`src/rtl/pipeline_to_pulse_credited.sv`:
```
// Ready/valid wrapper around a pulse-driven module with no backpressure.
// An input is accepted only when a credit guarantees room in the output FIFO
// for its result, so the module may return results at any time without loss.
module pipeline_to_pulse_credited #(
  parameter int unsigned IN_WIDTH     = 8,
  parameter int unsigned OUT_WIDTH    = 8,
  parameter int unsigned DEPTH        = 4,
  parameter int unsigned MIN_INTERVAL = 1
) (
  input  logic                         i_clock,
  input  logic                         i_clear_n,
  input  logic                         i_valid_in,
  output logic                         o_ready_in,
  input  logic [IN_WIDTH-1:0]          i_data_in,
  output logic                         o_valid_out,
  input  logic                         i_ready_out,
  output logic [OUT_WIDTH-1:0]         o_data_out,
  output logic                         o_module_pulse_in,
  output logic [IN_WIDTH-1:0]          o_module_data_in,
  input  logic                         i_module_pulse_out,
  input  logic [OUT_WIDTH-1:0]         i_module_data_out,
  output logic [$clog2(DEPTH+1)-1:0]   o_outstanding,
  output logic                         o_error
);

  localparam int unsigned CNT_W = $clog2(DEPTH + 1);
  localparam int unsigned PTR_W = (DEPTH > 1) ? $clog2(DEPTH) : 1;
  localparam int unsigned INT_W = (MIN_INTERVAL > 1) ? $clog2(MIN_INTERVAL) : 1;

  localparam logic [CNT_W-1:0] DEPTH_C  = CNT_W'(DEPTH);
  localparam logic [PTR_W-1:0] PTR_LAST = PTR_W'(DEPTH - 1);
  localparam logic [INT_W-1:0] INT_LOAD = INT_W'(MIN_INTERVAL - 1);

  // Credits cover both results still inside the module and results buffered here.
  logic [CNT_W-1:0]     r_credits;
  logic [CNT_W-1:0]     r_count;
  logic [PTR_W-1:0]     r_wr_ptr;
  logic [PTR_W-1:0]     r_rd_ptr;
  logic [INT_W-1:0]     r_interval;
  logic                 r_error;
  logic [OUT_WIDTH-1:0] r_mem [DEPTH];

  logic             w_ready_in;
  logic             w_in_done;
  logic             w_valid_out;
  logic             w_out_done;
  logic [CNT_W-1:0] w_in_flight;
  logic             w_spurious;
  logic             w_write;

  // Pointer advance with explicit wrap so non-power-of-2 depths work.
  function automatic logic [PTR_W-1:0] ptr_inc(input logic [PTR_W-1:0] p);
    return (p == PTR_LAST) ? '0 : p + PTR_W'(1);
  endfunction

  // Handshake decode; ready_in depends only on registered state and reset.
  always_comb begin
    w_valid_out = (r_count != '0);
    w_ready_in  = i_clear_n & (r_credits < DEPTH_C) & (r_interval == '0);
    w_in_done   = i_valid_in & w_ready_in;
    w_out_done  = w_valid_out & i_ready_out;
    w_in_flight = r_credits - r_count;
    // A result with nothing in flight cannot belong to any accepted input.
    w_spurious  = i_module_pulse_out & (w_in_flight == '0);
    w_write     = i_module_pulse_out & ~w_spurious;
  end

  // Credit counter: +1 per accepted input, -1 per delivered output.
  always_ff @(posedge i_clock or negedge i_clear_n) begin
    if (!i_clear_n) begin
      r_credits <= '0;
    end else if (w_in_done && !w_out_done) begin
      r_credits <= r_credits + CNT_W'(1);
    end else if (!w_in_done && w_out_done) begin
      r_credits <= r_credits - CNT_W'(1);
    end
  end

  // FIFO occupancy: +1 per accepted result, -1 per pop.
  always_ff @(posedge i_clock or negedge i_clear_n) begin
    if (!i_clear_n) begin
      r_count <= '0;
    end else if (w_write && !w_out_done) begin
      r_count <= r_count + CNT_W'(1);
    end else if (!w_write && w_out_done) begin
      r_count <= r_count - CNT_W'(1);
    end
  end

  // FIFO pointers and storage; the head is reset so data_out reads 0 out of reset.
  always_ff @(posedge i_clock or negedge i_clear_n) begin
    if (!i_clear_n) begin
      r_wr_ptr <= '0;
      r_rd_ptr <= '0;
      for (int i = 0; i < int'(DEPTH); i++) begin
        r_mem[i] <= '0;
      end
    end else begin
      if (w_write) begin
        r_mem[r_wr_ptr] <= i_module_data_out;
        r_wr_ptr        <= ptr_inc(r_wr_ptr);
      end
      if (w_out_done) begin
        r_rd_ptr <= ptr_inc(r_rd_ptr);
      end
    end
  end

  // Initiation-interval counter: reload on each start pulse, count down to 0.
  always_ff @(posedge i_clock or negedge i_clear_n) begin
    if (!i_clear_n) begin
      r_interval <= '0;
    end else if (w_in_done) begin
      r_interval <= INT_LOAD;
    end else if (r_interval != '0) begin
      r_interval <= r_interval - INT_W'(1);
    end
  end

  // Sticky error flag for unexpected result pulses.
  always_ff @(posedge i_clock or negedge i_clear_n) begin
    if (!i_clear_n) begin
      r_error <= 1'b0;
    end else if (w_spurious) begin
      r_error <= 1'b1;
    end
  end

  assign o_ready_in        = w_ready_in;
  assign o_module_pulse_in = w_in_done;
  assign o_module_data_in  = i_data_in;
  assign o_valid_out       = w_valid_out;
  assign o_data_out        = r_mem[r_rd_ptr];
  assign o_outstanding     = r_credits;
  assign o_error           = r_error;

endmodule
```
`config.mk`:
```
export PLATFORM = sky130hd
export DESIGN_NAME = pipeline_to_pulse_credited
export DESIGN_NICKNAME = d
export VERILOG_FILES = /design/src/rtl/pipeline_to_pulse_credited.sv
export SDC_FILE = /design/constraint.sdc
export NUM_CORES = 1
export LEC_CHECK = 0
export ABC_AREA = 1
export BUFFER_PORTS_ARGS = -buffer_cell sky130_fd_sc_hd__buf_2
export CORE_MARGIN = 2
export CORE_UTILIZATION = 57
export CTS_BUF_LIST = sky130_fd_sc_hd__clkbuf_2
export DETAILED_ROUTE_END_ITERATION = 10
export PLACE_DENSITY = 0.92
export SYNTH_ARGS = -nofsm -noshare
export SYNTH_HDL_FRONTEND = slang
export SYNTH_SLANG_ARGS = --single-unit
```
`constraint.sdc`:
```
create_clock -name i_clock -period 2.4 [get_ports i_clock]
set_input_delay 0.48 -clock i_clock [delete_from_list [all_inputs] [get_ports i_clock]]
set_output_delay 0.48 -clock i_clock [all_outputs]
set_load 0.005 [all_outputs]
```
### Word-level counts from Yosys, hierarchy flattened

Index checks and enable logic that the tools add are counted.
Widths: inputs -> output; s select.

| word-level totals | value |
|---|---|
| word-level logic and storage cells | 60 |
| flip-flop bits (word level) | 44 |

| operators by class | value |
|---|---|
| add/subtract/negate cells | 8 |
| bitwise gates (word level) | 10 |
| equal/unequal tests | 2 |
| multiplexer cells | 14 |
| reductions and logical operators | 12 |
| $lt $le $gt $ge | 4 |

Operators by type and width:

| operator | number |
|---|---|
| $bwmux 32 | 1 |
| $mux 8 | 3 |
| $bmux 8 s2 | 1 |
| $demux 8 s2 | 1 |
| $mux 3 | 4 |
| $add 3x1->3 const B | 2 |
| $and 1x1->1 | 6 |
| $ge 3x3->1 const B | 2 |
| $not 2->3 | 2 |
| $sub 3x1->3 const B | 2 |
| $logic_and 1x1->1 | 5 |
| $add 2x1->2 const B | 2 |
| $eq 2x2->1 const B | 2 |
| $mux 2 | 2 |
| $reduce_bool 2->1 | 2 |
| $logic_not 1->1 | 3 |
| $logic_not 3->1 | 1 |
| $lt 3x1->1 const B | 1 |
| $lt 3x3->1 const B | 1 |
| $reduce_bool 3->1 | 1 |
| $sub 3x3->3 | 1 |
| $mux 1 | 2 |
| $not 1->1 | 2 |
| $sub 1x1->1 const B | 1 |

### Logic depth before layout (Yosys ltp)

| depth | value |
|---|---|
| depth in word-level cells | 9 |
| mapped depth | 17 |
| mapped depth without buffers | 16 |

### Worst setup path before layout

OpenSTA, ideal clock, no wires.

| path | value |
|---|---|
| path kind | flip-flop to flip-flop |
| from | register r_credits[1], in the netlist o_outstanding[1] |
| to | register r_count[2] |
| slack | 157 ps |
| cell stages (with the launch flop) | 15 |
| arrival | 2,164 ps |
| library setup time | 79 ps |
| path through | dfrtp_1 ha_1 a21oi_1 nand2_1 nand3_2 buf_6 nand2_2 inv_1 ha_1 inv_1 fa_1 nor2_1 nor2_1 nand2_1 xor2_1 |

| between the ends | value |
|---|---|
| word-level cells in the longest chain between the ends | 8 |
| elaborated cells between the ends (all ways) | 10 |

RTL lines:

| what | line | source |
|---|---|---|
| start: declaration | 35 | `logic [CNT_W-1:0] r_credits;` |
| start signal: assignment | 73 | `r_credits <= r_credits + CNT_W'(1);` |
| start signal: assignment | 75 | `r_credits <= r_credits - CNT_W'(1);` |
| $sub 3x3->3 * | 62 | `w_in_flight = r_credits - r_count;` |
| $logic_not 3->1 * | 64 | `w_spurious = i_module_pulse_out & (w_in_flight == '0);` |
| $and 1x1->1 * | 64 |  |
| $not 1->1 * | 65 | `w_write = i_module_pulse_out & ~w_spurious;` |
| $and 1x1->1 * | 65 |  |
| net w_write | 49 | `logic w_write;` |
| $logic_not 1->1 | 85 | `end else if (!w_write && w_out_done) begin` |
| $logic_and 1x1->1 | 85 |  |
| $reduce_bool 2->1 (no source line) | - |  |
| end signal: assignment | 84 | `r_count <= r_count + CNT_W'(1);` |
| end signal: assignment | 86 | `r_count <= r_count - CNT_W'(1);` |
| end: declaration | 36 | `logic [CNT_W-1:0] r_count;` |

Mark *: on every way through the listed nets, which the timed path passes. The rest lies on a longest branch.
A chain may end at the register's enable or synchronous reset.

### Worst setup path after layout

| path | value |
|---|---|
| from | register r_rd_ptr[1] |
| to | output port o_data_out[2] |

| between the ends | value |
|---|---|
| word-level cells in the longest chain between the ends | 4 |

RTL lines:

| what | line | source |
|---|---|---|
| start: declaration | 38 | `logic [PTR_W-1:0] r_rd_ptr;` |
| start signal: assignment | 104 | `r_rd_ptr <= ptr_inc(r_rd_ptr);` |
| $not 2->3 (implied by the code) | 133 | `assign o_data_out = r_mem[r_rd_ptr];` |
| $bmux 8 s2 | 133 |  |
| $mux 8 (implied by the code) (2 in a row) | 133 |  |
| end: declaration | 17 | `output logic [OUT_WIDTH-1:0] o_data_out,` |

No other way between the ends. The select of a mux whose other input is x is not followed.

==> out/qor.yml <==
grt_max_degree: 45
postCtsHoldBufs: 0
fin_area_mm2: 0.00247
path_max_fanout: 10
detail_route.iter0.violations: 238
antenna_found_initial: 0
fillers: 334
area_delta_synth_final_pct: 6.34
synthSimpleGateAreaFrac_pct: 28.6
max_cap_viol_count: 0
multi_input_area_mm2: 0.00105
n_antenna_cell: 0
synth_area_leaders: "dfrtp_1 46%, nand2_1 13%, nand4_1 8.6%"
placed_area_mm2: 0.00241
slew_violations: 0
setup_slack_ps: 120
min_period_ps: 2280
synth_cells: 277
cp.arrival_ps: 1800
htree_levels: 2
finalSetupViolations: 0
viasPerCell: 5.77
via_count: 1992
rows: 23
drive_gt1_share_pct: 17.3
worst_setup_path_end_kind: "output port"
status: "finished, final reports clean"
synthAdderAreaFrac_pct: 6.56
ys_warn_count: 0
avgSynthCellArea_um2: 8.40
worst_pin_slew_ps: 559
clock.fmax_mhz: 439
power_density_mw_per_mm2: 1430
grt_overflow: 0
die_x_um: 67.9
muxShareOfSynthArea_pct: 0.484
period_share_pct: 95.0
wl_per_cell_um: 15.0
synth_nets: 309
p_leak_nw: 1.29
root_buffer: "clkbuf_2"
portBuffers: 27
place_ws_ps: 167
cts.path.max_buffers: 2
synth_top_family_by_area: "simple AND/OR/NAND/NOR gates"
required_ps: 1920
dr.pass1.iters: 4
register_area_mm2: 0.00108
synthesis.area_mm2: 0.00233
yosys.area.top_type_share_pct: 46.2
final_cell_mix: "83 x nand2_1, 43 x dfrtp_1, 32 x nand4_1, 27 x buf_2, 24 x nor2_1"
final_hold_viol_count: 0
grt_pass1_wl_um: 8030
initial_utilization_pct: 58.6
timing.hold.ws_ps: 101
dp_hpwl_um: 3330
remaining_drc_errors: 0
final_nets: 326
grt_usage_pct: 23.8
clk_latency_ps: 420
yosysUniqueCellTypes: 25
synth_seq_area_share_pct: 46.2
route.final.wire_length_um: 5170
gp_congestion: 0.842
die_y_um: 67.9
dieArea_mm2: 0.00461
final_common_cell: "nand2_1"
path_class: "flip-flop to output port"
numCtsBuffers: 5
worstReg2RegEnd: "r_count[2]$_DFFE_PN0P_"
pin_count: 44
critPathLaunchType: "flip-flop"
relSlewSlack_pct: 62.7
ant_nets: 0
r2r.worst_path.cells: 14
cts_tree: "yes"
cts.sinks: 43
peakVddDrop_mv: 0.865
first_global_vias: 1734
fin_util_pct: 62.3
synth-compound-area-share_pct: 7.58
yosysTopAreaCell: "dfrtp_1"
total_power_w: 0.00353
synth-xor-area-share_pct: 1.51
rrSetupSlack_ps: 170
hold_class: "input pin to async pin"
core_area_mm2: 0.00397
fin_skew_ps: 12.4
ys_ff_latch: 43
clk_pin_slew_ps: 220
r2r-start: "r_count[1]$_DFFE_PN0P_"
## routing by layer
metal / part of all wire, % / track usage [%] / vias to the layer above / routed length (um)
met3: 6.5 / 3.62 / 13 / 335
met5: 0 / 0 / - / 0
li1: - / - / 952 / -
met2: 49 / 38.8 / 79 / 2560
met1: 42 / 30.7 / 948 / 2160
met4: 2.3 / 12.3 / 0 / 121
## power by group
| group | switching [W] | internal (W) | total [W] | leakage (nW) |
|---|---|---|---|---|
| clock | 0.000242 | 0.0000741 | 0.000316 | 0.0290 |
| sequential | 0.000248 | 0.00107 | 0.00131 | 0.528 |
| combinational | 0.00117 | 0.000734 | 0.00190 | 0.736 |
| total | 0.00166 | 0.00187 | 0.00353 | 1.29 |
## layout make-up
| class | count | share of cell area (%) |
|---|---|---|
| Multi-Input combinational cell | 195 | 42.6 |
| Inverter | 16 | 2.43 |
| Clock inverter | 2 | 0.506 |
| Sequential cell | 43 | 43.5 |
| Clock buffer | 6 | 1.21 |
| Tap cell | 50 | 2.53 |
| Timing Repair Buffer | 33 | 7.28 |
## cell usage after synthesis (all sizes together)
master,instances
nand2,84
dfrtp,43
nand4,32
nor2,24
buf,19
o21ai,18
inv,16
ha,9
o22ai,8
a21oi,5
nand3,5
clkbuf,4
fa,2
xnor2,2
xor2,2
and3,1
mux2,1
o21bai,1
or2,1
## flip-flops by register name, indices dropped and copies added, names as in the netlist
signal,count
r_rd_ptr,2
r_mem,32
r_wr_ptr,2
o_error,1
o_outstanding,3
r_count,3
## per-stage QoR
stage | cells | TNS [ps]
after detailed placement | 336 | 0
after global placement | 336 | 0
final | 345 | 0
after global routing | 345 | -17.0
after floorplan | 277 | 0
after CTS | 344 | 0
## worst max path at each step
stage,from,end,depth (start not counted)
2_1_floorplan,o_outstanding[1]$_DFFE_PN0P_,r_count[2]$_DFFE_PN0P_,14
3_5_place_dp,r_count[1]$_DFFE_PN0P_,r_count[2]$_DFFE_PN0P_,14
4_1_cts,r_rd_ptr[1]$_DFFE_PN0P_,o_data_out[2],4
3_3_place_gp,o_outstanding[1]$_DFFE_PN0P_,r_count[2]$_DFFE_PN0P_,13
5_1_grt,r_count[1]$_DFFE_PN0P_,r_count[2]$_DFFE_PN0P_,14
6_report,r_rd_ptr[1]$_DFFE_PN0P_,o_data_out[2],4
## logic make-up after synthesis
family                   count (synthesis)
multiplexers                             1
buffers and inverters                   39
adder cells (fa/ha/maj)                 11
AND/OR/NAND/NOR                        147
XOR/XNOR                                 4
flip-flops                              43
AO/OA/AOI/OAI                           32
## critical path: stages, from the launching register on
cell and delay [ps]:
dfrtp_1 560, inv_1 310, o21ai_0 160, o22ai_1 190
buf_2 150
## what timing repair did
action / 4_1_cts / 5_1_grt
setup buffers: 0 / 1
setup endpoints to repair: 0 / 1
gates resized for setup: 0 / 1
endpoints found under the hold margin: 0 / 0
No activity file was read; power rests on OpenSTA's default activity.
